`config.mk`:
```
export PLATFORM = sky130hd
export DESIGN_NAME = gyro_sample_sched
export DESIGN_NICKNAME = d
export VERILOG_FILES = /design/src/rtl/gyro_sample_sched.sv
export SDC_FILE = /design/constraint.sdc
export NUM_CORES = 1
export LEC_CHECK = 0
export CAP_MARGIN = 20
export CORE_AREA = 10 10 156 158
export CTS_BUF_LIST = sky130_fd_sc_hd__clkbuf_16
export DETAILED_ROUTE_END_ITERATION = 8
export DIE_AREA = 0 0 166 168
export PLACE_DENSITY = 0.92
export SLEW_MARGIN = 0
export SYNTH_ARGS = -nofsm -noshare
export SYNTH_HDL_FRONTEND = slang
export SYNTH_SLANG_ARGS = --single-unit
```
`constraint.sdc`:
```
create_clock -name CLK -period 6.05 [get_ports CLK]
set_clock_uncertainty 0.2 [all_clocks]
set_input_delay 1.5125 -clock CLK [delete_from_list [all_inputs] [get_ports CLK]]
set_output_delay 1.5125 -clock CLK [all_outputs]
set_load 0.005 [all_outputs]
```
`src/rtl/gyro_sample_sched.sv`:
```
// Sample scheduler between the gyro SPI reader and the tilt integrator: periodic read
// requests, start-up zero-rate bias calibration, and bias-corrected sample delivery.
module gyro_sample_sched #(
    parameter int SAMPLE_DIV = 50000,
    parameter int CAL_LOG2   = 4,
    parameter int TIMEOUT    = 1000
) (
    input  logic               CLK,
    input  logic               RST,
    input  logic               RECAL,
    output logic               RD_REQ,
    input  logic               RD_ACK,
    input  logic signed [15:0] DX,
    input  logic signed [15:0] DY,
    input  logic signed [15:0] DZ,
    output logic signed [15:0] OX,
    output logic signed [15:0] OY,
    output logic signed [15:0] OZ,
    output logic               OVALID,
    output logic               CAL_DONE,
    output logic               OVERRUN,
    output logic               TIMEOUT_ERR,
    output logic [1:0]         STATE_DBG
);

    localparam int TW = (SAMPLE_DIV > 1) ? $clog2(SAMPLE_DIV) : 1;
    localparam int WW = (TIMEOUT > 1) ? $clog2(TIMEOUT) : 1;
    localparam int AW = 16 + CAL_LOG2;

    // Handshake: RD_REQ stays high until RD_ACK is sampled high in the same cycle;
    // DX/DY/DZ are only taken in that cycle, and only while in S_REQ.
    typedef enum logic [1:0] {
        S_WAIT    = 2'd0,
        S_REQ     = 2'd1,
        S_CAPTURE = 2'd2
    } state_t;

    state_t                 state_q;
    logic [TW-1:0]          tick_cnt_q;
    logic [WW-1:0]          wait_cnt_q;
    logic [CAL_LOG2-1:0]    cal_cnt_q;
    logic                   phase_run_q;
    logic [2:0][AW-1:0]     acc_q;
    logic [2:0][15:0]       bias_q;
    logic [2:0][15:0]       out_q;
    logic                   rd_req_q;
    logic                   ovalid_q;
    logic                   cal_done_q;
    logic                   overrun_q;
    logic                   timeout_err_q;

    logic                   tick;
    logic [2:0][15:0]       d_in;
    logic [2:0][AW-1:0]     acc_d;
    logic [2:0][15:0]       bias_d;
    logic [2:0][15:0]       out_d;

    // 17-bit difference, clamped to the 16-bit signed range on overflow.
    function automatic logic [15:0] sat_sub(input logic [15:0] d, input logic [15:0] b);
        logic [16:0] diff;
        diff = {d[15], d} - {b[15], b};
        if (diff[16] != diff[15])
            sat_sub = diff[16] ? 16'h8000 : 16'h7fff;
        else
            sat_sub = diff[15:0];
    endfunction

    assign tick = (tick_cnt_q == TW'(SAMPLE_DIV - 1));
    assign d_in = {DZ, DY, DX};

    always_comb begin
        acc_d  = '0;
        bias_d = '0;
        out_d  = '0;
        for (int i = 0; i < 3; i++) begin
            acc_d[i]  = acc_q[i] + {{CAL_LOG2{d_in[i][15]}}, d_in[i]};
            bias_d[i] = acc_d[i][AW-1:CAL_LOG2];
            out_d[i]  = sat_sub(d_in[i], bias_q[i]);
        end
    end

    always_ff @(posedge CLK) begin
        if (RST) begin
            tick_cnt_q    <= '0;
            state_q       <= S_WAIT;
            wait_cnt_q    <= '0;
            cal_cnt_q     <= '0;
            phase_run_q   <= 1'b0;
            acc_q         <= '0;
            bias_q        <= '0;
            out_q         <= '0;
            rd_req_q      <= 1'b0;
            ovalid_q      <= 1'b0;
            cal_done_q    <= 1'b0;
            overrun_q     <= 1'b0;
            timeout_err_q <= 1'b0;
        end else begin
            tick_cnt_q <= tick ? '0 : tick_cnt_q + TW'(1);
            if (RECAL) begin
                // Output samples are left as they were; everything else restarts calibration.
                state_q       <= S_WAIT;
                wait_cnt_q    <= '0;
                cal_cnt_q     <= '0;
                phase_run_q   <= 1'b0;
                acc_q         <= '0;
                bias_q        <= '0;
                rd_req_q      <= 1'b0;
                ovalid_q      <= 1'b0;
                cal_done_q    <= 1'b0;
                overrun_q     <= 1'b0;
                timeout_err_q <= 1'b0;
            end else begin
                ovalid_q <= 1'b0;
                if (tick && state_q != S_WAIT)
                    overrun_q <= 1'b1;
                case (state_q)
                    S_WAIT: begin
                        if (tick) begin
                            state_q    <= S_REQ;
                            rd_req_q   <= 1'b1;
                            wait_cnt_q <= '0;
                        end
                    end
                    S_REQ: begin
                        if (RD_ACK) begin
                            state_q  <= S_CAPTURE;
                            rd_req_q <= 1'b0;
                            if (!phase_run_q) begin
                                acc_q     <= acc_d;
                                cal_cnt_q <= cal_cnt_q + CAL_LOG2'(1);
                                if (&cal_cnt_q) begin
                                    bias_q      <= bias_d;
                                    cal_done_q  <= 1'b1;
                                    phase_run_q <= 1'b1;
                                end
                            end else begin
                                out_q    <= out_d;
                                ovalid_q <= 1'b1;
                            end
                        end else if (wait_cnt_q == WW'(TIMEOUT - 1)) begin
                            state_q       <= S_WAIT;
                            rd_req_q      <= 1'b0;
                            timeout_err_q <= 1'b1;
                        end else begin
                            wait_cnt_q <= wait_cnt_q + WW'(1);
                        end
                    end
                    S_CAPTURE: state_q <= S_WAIT;
                    default:   state_q <= S_WAIT;
                endcase
            end
        end
    end

    assign RD_REQ      = rd_req_q;
    assign OX          = out_q[0];
    assign OY          = out_q[1];
    assign OZ          = out_q[2];
    assign OVALID      = ovalid_q;
    assign CAL_DONE    = cal_done_q;
    assign OVERRUN     = overrun_q;
    assign TIMEOUT_ERR = timeout_err_q;
    assign STATE_DBG   = state_q;

endmodule

```
### After elaboration in Yosys (flattened, before gate mapping)

Cells that the tools add are included.

| storage, ports and cells | value |
|---|---|
| register bits | 194 |
| bits of input ports | 52 |
| output and inout port bits | 55 |
| logic and storage cells | 79 |

| operators by class | value |
|---|---|
| add/sub/neg operators | 9 |
| eq/ne operators | 10 |
| multiplexer cells | 21 |
| bitwise operators | 4 |
| reduce and logical (&&, ||, !) cells | 16 |

Operators by type and width:

| operator | number |
|---|---|
| 2-to-1 mux 16 bit | 6 |
| adder 20 bit | 3 |
| subtractor 16 x 16 -> 17 bit | 3 |
| 2-to-1 mux 10 bit | 3 |
| case mux 10 bit (2 select lines) | 1 |
| adder 16 x 1 -> 16 bit, second input constant | 1 |
| == test 16 bit, second input constant | 1 |
| AND reduction 4 bit | 3 |
| adder 10 x 1 -> 10 bit, second input constant | 1 |
| == test 10 bit, second input constant | 1 |
| AND reduction 3 bit | 3 |
| AND reduction 7 bit | 1 |
| 2-to-1 mux 1 bit | 6 |
| 2-to-1 mux 2 bit | 3 |
| inequality test 2 bit, second input constant | 3 |
| adder 4 x 1 -> 4 bit, second input constant | 1 |
| NOT 1 bit | 4 |
| case mux 2 bit (2 select lines) | 1 |
| AND reduction 2 bit | 2 |
| nonzero test 2 bit | 2 |
| OR reduction 2 bit | 2 |
| OR reduction 4 bit | 1 |
| inequality test 1 bit | 3 |
| inequality test 3 bit, second input constant | 1 |
| 4 further kinds | 4 |

### Depth between registers and ports, before layout

| depth | value |
|---|---|
| depth in word-level cells | 4 |
| depth in mapped cells | 13 |
| gate-level depth less buffers | 12 |

### Worst setup path after synthesis

Ideal clock, no wire load.

| timing | value |
|---|---|
| path type | input to register |
| from | in DX[0] |
| to | reg out_q, in the netlist OX[10] |
| setup time | 0.147 ns |
| data arrival time | 3.683 ns |
| required time | 5.703 ns |
| setup slack | 2.021 ns |
| cell stages on the path | 13 |
| buffers on the path | 1 |
| cell sequence | inv_1 -> ha_1 -> inv_1 -> fa_1 -> a21o_1 -> a221oi_2 -> nor4b_2 -> o21ai_2 -> nor2_2 -> a211oi_4 -> buf_6 -> maj3_2 -> a211oi_2 |

| on the way | value |
|---|---|
| word-level cells in the longest chain between the ends | 3 |

RTL lines:

| what | RTL line | source |
|---|---|---|
| start: declaration | 13 | `input logic signed [15:0] DX,` |
| subtractor 16 x 16 -> 17 bit * | 61 | `diff = {d[15], d} - {b[15], b};` |
| 2-to-1 mux 16 bit or inequality test 1 bit (tied branches) | 63, 62 |  |
| 2-to-1 mux 16 bit * | 62 | `if (diff[16] != diff[15])` |
| end signal: assignment | 137 | `out_q <= out_d;` |
| end: declaration | 45 | `logic [2:0][15:0] out_q;` |

Mark *: on every way between the ends. The rest lies on a longest branch, timed or not.
A chain may end at the register's enable or synchronous reset.

### Worst setup path after layout

| timing | value |
|---|---|
| from | in DX[0] |
| to | reg out_q, in the netlist OX[7] |

The elaborated chain is that of the path after synthesis.

==> Implementation_results.wiki <==
{| class="wikitable"
! Metric !! Value
|-
| Result of the run || finished, final reports clean
|-
| Final Hold Violating Endpoints || 0
|-
| Overall die area || 0.02789 mm2
|-
| Layout overhead on the synthesized area || 13.93%
|-
| Cell Rows || 54
|-
| Pin count of the biggest net entering global routing || 78
|-
| Final worst path period share || 75.97%
|-
| ANT nets after route || 0
|-
| Final hold slack || 0.2550 ns
|-
| Most prevalent standard cell on the critical path || sky130_fd_sc_hd__inv_1
|-
| Sequential area share after synthesis || 30.86%
|-
| Final period demand of the worst path || 4.596 ns
|-
| Crit path max-delay family || compound AO/OA/AOI/OAI gates
|-
| Instance area at placement || 0.01378 mm2
|-
| Number of setup violations in the final report || 0
|-
| Transition time at the pin with the least slew margin || 1.006 ns
|-
| Routed vias || 11770
|-
| Number of unique standard cell types used by synthesis || 71
|-
| Number of resized instances in the post-cts repair step || 0
|-
| Setup TNS || 0 ns
|-
| Commonest non-fill, non-tap cell in the layout || sky130_fd_sc_hd__nand2_1
|-
| Post-detailed-route via-to-cell ratio || 5.984
|-
| Crit Path Category || input port to register
|-
| Final weighted congestion of routability-driven global placement || 0.9681
|-
| Flops & latches, synth || 194
|-
| Data required time of the worst path || 6.16 ns
|-
| Max clock buf depth || 2
|-
| Routed length per instance || 16.44 um
|-
| Fillers || 1680
|-
| Share of synthesized flip-flops with an asynchronous set or reset || 0%
|-
| Combinational group share of total power || 13.7%
|-
| DRC violations left || 0
|-
| Data arrival time of the critical path || 4.70 ns
|-
| Min-delay worst type || register to register
|-
| N_diodes || 0
|-
| Number of H-tree levels || 4
|-
| Fmax achieved || 217.6 MHz
|-
| Die Y || 168 um
|-
| Width of the chip || 166 um
|-
| Hold-fix buffers at CTS || 0
|-
| Share of layout cells above drive strength 1 || 5.809%
|-
| Clock insertion delay at the later pin of the skew report || 0.45 ns
|-
| Drt first-iter violations || 925
|-
| Total detailed-routing wirelength || 32340 um
|-
| Hold Path Depth || 2
|-
| Number of global-route vias before repair || 11630
|-
| Relative contribution of the clock network to total power || 39.0%
|-
| Unrepaired setup endpoints after global routing || false
|-
| Average instance area after synthesis || 7.787 um2
|-
| Yosys warning total || 0
|-
| Headroom to the max-slew limit || 32.89%
|-
| Total nets after synthesis || 1782
|-
| Global-route wire length before repair || 54570 um
|-
| Total internal power || 0.001956 W
|-
| Total power divided by cell area || 188.9 mW/mm2
|-
| Largest fanout of any net on the critical path || 16
|-
| Highest cell delay on the worst timing path || 0.68 ns
|-
| Critical Path Sink Type || register
|-
| Max rail drop VDD || 0.1880 mV
|-
| Max Cap Viol || 0
|-
| Most used DFF post-synth || sky130_fd_sc_hd__dfxtp_1
|-
| Number of standard cells after synthesis || 1616
|-
| Register clock-pin slew on the reported worst setup and hold paths || 0.07 ns
|-
| TritonCTS clock tree || yes
|-
| Layout net count || 1840
|-
| Core Box Area || 0.02142 mm2
|-
| Cell with the largest stage delay on the worst path || sky130_fd_sc_hd__a211oi_4
|-
| Critical path depth in cells || 13
|-
| Ordered cell list for the critical path || clkdlybuf4s50_1 -> inv_1 -> ha_1 -> inv_1 -> fa_1 -> a21o_1 -> a221oi_2 -> nor4b_2 -> o21ai_2 -> nor2_2 -> a211oi_4 -> maj3_2 -> a211oi_2
|-
| Final Slew Violations || 0
|-
| Startpoint type of the worst setup path || input port
|-
| Combined buffer and inverter count along the critical path || 3
|-
| Clock root buffer || sky130_fd_sc_hd__clkbuf_16
|-
| IO Pins || 107
|-
| Antenna violations before repair || 0
|-
| Portion of total power attributed to sequential cells || 47.3%
|-
| Switching share of power || 27.79%
|-
| Area of the mapped netlist || 0.01258 mm2
|-
| Number of sinks driven by the clock tree || 194
|-
| Post-route cell area || 0.01434 mm2
|-
| Post-CTS Repair Setup Buffers || 0
|-
| Gr usage total || 22.54%
|-
| Commonest cells after routing, fill and taps aside || 225 x sky130_fd_sc_hd__nand2_1, 205 x sky130_fd_sc_hd__a21oi_1, 194 x sky130_fd_sc_hd__dfxtp_1
|-
| Placed wire-length estimate || 23300 um
|-
| Static power due to leakage || 5.285 nW
|-
| Total iterations of the first detailed-routing run || 5
|-
| Post-synth EDFFs || 0
|-
| Number of buffers inserted during clock tree synthesis || 17
|-
| Global route total overflow || 0
|-
| Initial Util || 58.75%
|-
| Port buffer count || 106
|-
| NetSw || 0.0007525 W
|-
| Cells on worst reg2reg path || 11
|}
## flip-flops by register name (all words and copies together) (netlist names)
signal,count
bias_q,48
OX,16
OZ,16
RD_REQ,1
CAL_DONE,1
acc_q,60
OVALID,1
wait_cnt_q,10
OY,16
OVERRUN,1
TIMEOUT_ERR,1
tick_cnt_q,16
phase_run_q,1
cal_cnt_q,4
STATE_DBG,2
## layout make-up
class | instances | area, um2 | share of cell area [%]
clock buffer | 17 | 425.4 | 2.967
timing repair buffer | 120 | 1166 | 8.134
tap | 280 | 350.3 | 2.444
inverter | 70 | 262.8 | 1.833
clock inverter | 15 | 112.6 | 0.7855
sequential | 194 | 3884 | 27.09
multi-input combinational | 1271 | 8135 | 56.75
## tightest hold or removal path: stages (launching register included)
cell and delay, ns:
sky130_fd_sc_hd__dfxtp_1 0.31, sky130_fd_sc_hd__nand2_1 0.05, sky130_fd_sc_hd__a21oi_1 0.05
## per-stage QoR
stage          util [%]  setup WS (ns)  total power [W]  std cells
6_report          66.94          1.454         0.002708       1967
5_1_grt           66.94          1.221         0.002792       1967
4_1_cts           66.84          1.458         0.002707       1965
3_5_place_dp      64.33          1.004         0.001671       1933
3_3_place_gp      64.33          1.210         0.001660       1933
2_1_floorplan         -          2.021         0.001574       1616
## power groups by stage
stage | clock (W) | sequential [W] | combinational [W]
6_report | 0.00106 | 0.00128 | 0.000371
5_1_grt | 0.00110 | 0.00128 | 0.000410
4_1_cts | 0.00106 | 0.00128 | 0.000364
3_5_place_dp | 0 | 0.00131 | 0.000361
3_3_place_gp | 0 | 0.00131 | 0.000350
2_1_floorplan | 0 | 0.00131 | 0.000264
## per-layer routing
layer,global-route usage [%],share of wire [%],up-vias
li1,-,-,5799
met1,26.41,42,5479
met2,40.16,50,400
met3,3.469,5.3,92
met4,9.322,3.1,0
met5,0,0,-
## synth_stat cells (all sizes together), types with 8 or more instances
library cell | count | area (um2)
nand2 | 225 | 844.6
a21oi | 208 | 1052
dfxtp | 194 | 3884
nor2 | 161 | 606.8
ha | 108 | 1351
o21ai | 98 | 498.0
inv | 70 | 262.8
clkbuf | 67 | 251.5
xnor2 | 63 | 566.8
a211oi | 61 | 535.5
xor2 | 50 | 437.9
nand3 | 43 | 215.2
a21o | 38 | 285.3
nand4 | 29 | 181.4
nand2b | 18 | 112.6
maj3 | 17 | 188.9
buf | 14 | 81.33
nor2b | 12 | 75.07
a31oi | 11 | 81.32
nor3 | 10 | 50.05
o21a | 10 | 75.07
and3 | 8 | 50.05
o31ai | 8 | 65.06
## worst paths after layout
kind / start / to / slack [ns]
max: DX[0] / OX[7]$_SDFFE_PP0P_ / 1.45
min: bias_q[24]$_SDFFE_PP0P_ / bias_q[24]$_SDFFE_PP0P_ / 0.26
max reg2reg: bias_q[0]$_SDFFE_PP0P_ / OX[7]$_SDFFE_PP0P_ / 2.68
min reg2reg: bias_q[24]$_SDFFE_PP0P_ / bias_q[24]$_SDFFE_PP0P_ / 0.26
## kinds of logic after synthesis
| family | Yosys count | share of synthesized area [%] |
|---|---|---|
| muxes | 3 | 0.2386 |
| AOI/OAI and AO/OA | 482 | 23.89 |
| xor gates and xnor gates | 113 | 7.984 |
| adders and majority gates | 131 | 13.19 |
| and+or+nand+nor | 542 | 19.09 |
| buffers and inverters | 151 | 4.733 |
| DFF | 194 | 30.86 |
No activity file was read; power rests on OpenSTA's default activity.
